<file path="src/rtl/add_round_key_pipe.sv">
`default_nettype none
// =============================================================================
// add_round_key_pipe : AES AddRoundKey stage with key register and output FIFO
// Rev 1.0
// =============================================================================
module add_round_key_pipe #(
    parameter int DATA_W     = 128,
    parameter int FIFO_DEPTH = 2,
    parameter int CNT_W      = $clog2(FIFO_DEPTH + 1)
) (
    input  logic              clk,
    input  logic              reset,
    input  logic              key_valid_in,
    input  logic [DATA_W-1:0] key_in,
    input  logic              key_clear_in,
    output logic              key_loaded_out,
    input  logic              data_valid_in,
    input  logic [DATA_W-1:0] data_in,
    input  logic              bypass_in,
    output logic              data_ready_out,
    output logic              valid_out,
    output logic [DATA_W-1:0] data_out,
    input  logic              ready_in,
    output logic [CNT_W-1:0]  count_out
);

    localparam int               PTR_W  = $clog2(FIFO_DEPTH);
    localparam logic [CNT_W-1:0] C_FULL = CNT_W'(FIFO_DEPTH);

    logic [DATA_W-1:0] key_q, key_d;
    logic              key_loaded_q, key_loaded_d;
    logic [DATA_W-1:0] fifo_q [FIFO_DEPTH];
    logic [PTR_W-1:0]  wr_ptr_q, wr_ptr_d;
    logic [PTR_W-1:0]  rd_ptr_q, rd_ptr_d;
    logic [CNT_W-1:0]  count_q, count_d;
    logic              push, pop;
    logic [DATA_W-1:0] push_data;

    assign data_ready_out = (count_q < C_FULL) & (key_loaded_q | bypass_in);
    assign valid_out      = (count_q != '0);
    assign data_out       = valid_out ? fifo_q[rd_ptr_q] : '0;
    assign key_loaded_out = key_loaded_q;
    assign count_out      = count_q;

    assign push      = data_valid_in & data_ready_out;
    assign pop       = valid_out & ready_in;
    // Uses the key as it stands before this edge, so a same-cycle load applies to the next block
    assign push_data = bypass_in ? data_in : (data_in ^ key_q);

    always_comb begin
        key_d        = key_q;
        key_loaded_d = key_loaded_q;
        if (key_clear_in) begin
            key_d        = '0;
            key_loaded_d = 1'b0;
        end else if (key_valid_in) begin
            key_d        = key_in;
            key_loaded_d = 1'b1;
        end
    end

    always_comb begin
        wr_ptr_d = push ? wr_ptr_q + 1'b1 : wr_ptr_q;
        rd_ptr_d = pop  ? rd_ptr_q + 1'b1 : rd_ptr_q;
        count_d  = count_q;
        if (push && !pop) begin
            count_d = count_q + 1'b1;
        end else if (pop && !push) begin
            count_d = count_q - 1'b1;
        end
    end

    always_ff @(posedge clk) begin
        if (reset) begin
            key_q        <= '0;
            key_loaded_q <= 1'b0;
            wr_ptr_q     <= '0;
            rd_ptr_q     <= '0;
            count_q      <= '0;
            for (int i = 0; i < FIFO_DEPTH; i++) begin
                fifo_q[i] <= '0;
            end
        end else begin
            key_q        <= key_d;
            key_loaded_q <= key_loaded_d;
            wr_ptr_q     <= wr_ptr_d;
            rd_ptr_q     <= rd_ptr_d;
            count_q      <= count_d;
            if (push) begin
                fifo_q[wr_ptr_q] <= push_data;
            end
        end
    end

endmodule
`default_nettype wire
</file>
<file path="config.mk">
export PLATFORM = sky130hd
export DESIGN_NAME = add_round_key_pipe
export DESIGN_NICKNAME = d
export VERILOG_FILES = /design/src/rtl/add_round_key_pipe.sv
export SDC_FILE = /design/constraint.sdc
export NUM_CORES = 1
export LEC_CHECK = 0
export CAP_MARGIN = 20
export CORE_ASPECT_RATIO = 1.4
export CORE_MARGIN = 4
export CORE_UTILIZATION = 30
export CTS_BUF_LIST = sky130_fd_sc_hd__clkbuf_8
export DETAILED_ROUTE_END_ITERATION = 10
export GPL_ROUTABILITY_DRIVEN = 0
export PLACE_DENSITY = 0.49
export SLEW_MARGIN = 30
export SYNTH_ARGS = -nofsm -noshare
export SYNTH_HDL_FRONTEND = slang
export SYNTH_SLANG_ARGS = --single-unit
</file>
<file path="constraint.sdc">
create_clock -name clk -period 10.5 [get_ports clk]
set_input_delay 1.575 -clock clk [delete_from_list [all_inputs] [get_ports clk]]
set_output_delay 1.575 -clock clk [all_outputs]
set_load 0.01 [all_outputs]
</file>
==> results.yml <==
grt:
  global_route.overflow_total: 0
  grt_start_max_net_pins: 80
  wire_length_of_the_first_global_routing_pass_um: 76800
  via_count_of_the_first_global_routing_pass: 12700
  antenna_found_initial: 6
  globalRouteTotalUtil_pct: 16.0
sta:
  max_slew_margin_pct: 37.4
  min_period_ns: 4.59
  fin_worst_skew_ns: 0.0199
  slew_viol_final: 0
  fmax_ghz: 0.218
  tightestPinTransition_ns: 0.938
  rsz_0062_raised_after_global_routing: "no"
  timing.setup.tns_ns: 0
  layout_worst_path_cycle_share_pct: 43.7
  setup_viol_count_final: 0
  final_hold_viol_count: 0
cts:
  tritoncts.num_buffers: 70
  clock_tree_from_tritoncts: "done"
  cts_root_buffer: "sky130_fd_sc_hd__clkbuf_8"
  cts_resized: 0
  cts_sinks: 390
  post-cts-setup-buffers: 0
  cts-htree-levels: 3
  post_cts_hold_buffer_count: 0
  clk_latency_ns: 0.61
  clkTransAtPathRegs_ns: 0.05
  max-clock-path-buffers: 3
synth:
  post_synth_num_cell_types: 23
  syn_area_per_cell_um2: 11.5
  synth-seq-cells: 390
  synthesis.area_um2: 17700
  yosys_warnings: 0
  postSynthCellCount: 1540
  syn-num-nets: 1804
  synth_sequential_area_ratio_pct: 58.6
cells_and_area:
  post-route-cell-area_um2: 23400
  nNetsFinal: 2191
  commonest_non_fill_non_tap_cells_in_the_layout: "518 x sky130_fd_sc_hd__nor2_1, 393 x sky130_fd_sc_hd__clkdlybuf4s50_1, 256 x sky130_fd_sc_hd__mux2i_1, 256 x sky130_fd_sc_hd__edfxtp_1, 133 x sky130_fd_sc_hd__dfxtp_1"
  syn_to_final_growth_pct: 32.4
  fillers: 5745
  fin_util_pct: 40.1
  layout_commonest_cell: "sky130_fd_sc_hd__nor2_1"
  post_route_cells_drive_above_1_share_pct: 5.85
die:
  io_pins: 396
  rows: 105
  die_area_um2: 63000
  die-height_um: 295
  core_um2: 58500
  die_x_um: 213
  start_util_pct: 30.3
placement:
  io_buffers: 395
  placement_cell_area_um2: 22100
  post-dp-hpwl_um: 33600
drt:
  length_of_routed_met3_wiring_um: 3580
  met1Wirelength_um: 20400
  detail_route.first_pass.iterations: 5
  route.detailed.drc: 0
  ant_nets: 0
  wl_per_cell_um: 18.8
  drt_first_iter_violations: 484
  dr_wl_met2_um: 26100
  viasPerCell: 4.43
  maxUsedRoutingLayer: "met5"
  finalWirelength_um: 51600
  vias: 12100
power:
  p_leak_nw: 8.55
  power_per_cell_area_nw_per_um2: 190
  ir_worst_vdd_mv: 0.124
  totalPowerFinal_mw: 4.45
critical_path:
  timing.critical_path.cells: "buf_4 -> buf_16 -> buf_12 -> mux2i_1 -> nor2_1 -> clkdlybuf4s50_1"
  startpoint_type: "flip-flop"
  worst_ep_arrival_time_ns: 3.01
  critical_path.max_stage_delay_ns: 0.67
  endpoint_kind: "output port"
  path_class: "reg -> out"
  required_ns: 8.93
  critical_path.max_fanout: 29
  critical_path.slowest_cell: "sky130_fd_sc_hd__dfxtp_4"
hold_path:
  min-delay-path-class: "reg -> reg"
outcome:
  status: "complete, no violations"
job:
  cap_violations: 0
[kinds of logic after synthesis]
kind of cell | Yosys count | share of synthesized area (%)
compound gates | 6 | 0.248
mux | 256 | 14.5
simple gates | 654 | 15.9
buf+inv | 102 | 4.19
xor+xnor | 131 | 6.49
flops | 390 | 58.6
fa+ha+maj | 1 | 0.0707
[layout make-up]
| cell class | count | area, µm² | area share, % |
|---|---|---|---|
| multi-input combinational | 1048 | 6610 | 28.2 |
| sequential | 390 | 10400 | 44.3 |
| clock buffer | 77 | 1060 | 4.52 |
| antenna | 6 | 15.0 | 0.0641 |
| clock inverter | 50 | 236 | 1.01 |
| tap | 749 | 937 | 4.00 |
| inverter | 2 | 7.51 | 0.0320 |
| timing repair buffer | 415 | 4190 | 17.9 |
[worst max-delay path: cells and delay by family (launching register included)]
family | cells | cell delay (ns)
mux | 1 | 0.33
simple gates | 1 | 0.07
buf+inv | 4 | 1.25
flops | 1 | 0.67
[registers in the layout (all words and copies together) (netlist names), named ones only]
name and cells:
key_loaded_out 1, fifo_q 256, count_out 2, wr_ptr_q 1, key_q 128, rd_ptr_q 1
[final timing paths]
check / startpoint / to / slack (ns) / depth (start not counted)
setup reg to reg: count_out[1]$_SDFFE_PP0P_ / fifo_q[1][89]$_SDFFCE_PN0P_ / 7.67 / 5
hold reg to reg: key_q[6]$_SDFFE_PP0P_ / key_q[6]$_SDFFE_PP0P_ / 0.48 / 2
hold / removal: key_q[6]$_SDFFE_PP0P_ / key_q[6]$_SDFFE_PP0P_ / 0.48 / 2
setup / recovery: flip-flop / data_out[33] / 5.91 / 6
[synth_stat cells]
cell / number / area [µm²]
sky130_fd_sc_hd__buf_4: 6 / 45.0
sky130_fd_sc_hd__xnor2_1: 128 / 1120
sky130_fd_sc_hd__o21ba_4: 1 / 16.3
sky130_fd_sc_hd__nand2b_1: 2 / 12.5
sky130_fd_sc_hd__mux2i_1: 256 / 2560
sky130_fd_sc_hd__clkbuf_1: 6 / 22.5
sky130_fd_sc_hd__or3_1: 1 / 6.26
sky130_fd_sc_hd__a21oi_1: 1 / 5.00
sky130_fd_sc_hd__a21o_1: 1 / 7.51
sky130_fd_sc_hd__dfxtp_1: 134 / 2680
sky130_fd_sc_hd__o21ai_0: 3 / 15.0
sky130_fd_sc_hd__ha_1: 1 / 12.5
sky130_fd_sc_hd__buf_6: 36 / 405
sky130_fd_sc_hd__nand4b_4: 1 / 23.8
sky130_fd_sc_hd__or2_1: 1 / 6.26
sky130_fd_sc_hd__and2_1: 1 / 6.26
sky130_fd_sc_hd__nor2_1: 519 / 1950
sky130_fd_sc_hd__inv_1: 2 / 7.51
sky130_fd_sc_hd__edfxtp_1: 256 / 7690
sky130_fd_sc_hd__xor2_1: 3 / 26.3
sky130_fd_sc_hd__nand3_2: 1 / 10.0
sky130_fd_sc_hd__nor2b_1: 128 / 801
sky130_fd_sc_hd__buf_2: 52 / 260
[layer usage]
layer  GRT usage, %  vias to the layer above
met4           6.31                        2
met1           18.5                     5804
met2           28.0                      325
li1               -                     5900
met3           4.46                       87
met5              0                        -
[report_power, final]
group          internal (mW)  total (mW)  switching [mW]
Sequential              1.78        1.84          0.0604
Combinational          0.602        1.28           0.679
Clock                  0.699        1.33           0.635
[through the flow]
| step | worst slack, ns | instances | hold slack (ns) |
|---|---|---|---|
| after detailed placement | 5.94 | 2603 | 0.472 |
| final | 5.91 | 2737 | 0.480 |
| after global placement | 5.97 | 2600 | 0.464 |
| after CTS | 5.57 | 2730 | 0.487 |
| after global routing | 5.74 | 2735 | 0.508 |
| after floorplan | 4.99 | 1540 | 0.452 |
(Power assumes the default switching activity.)
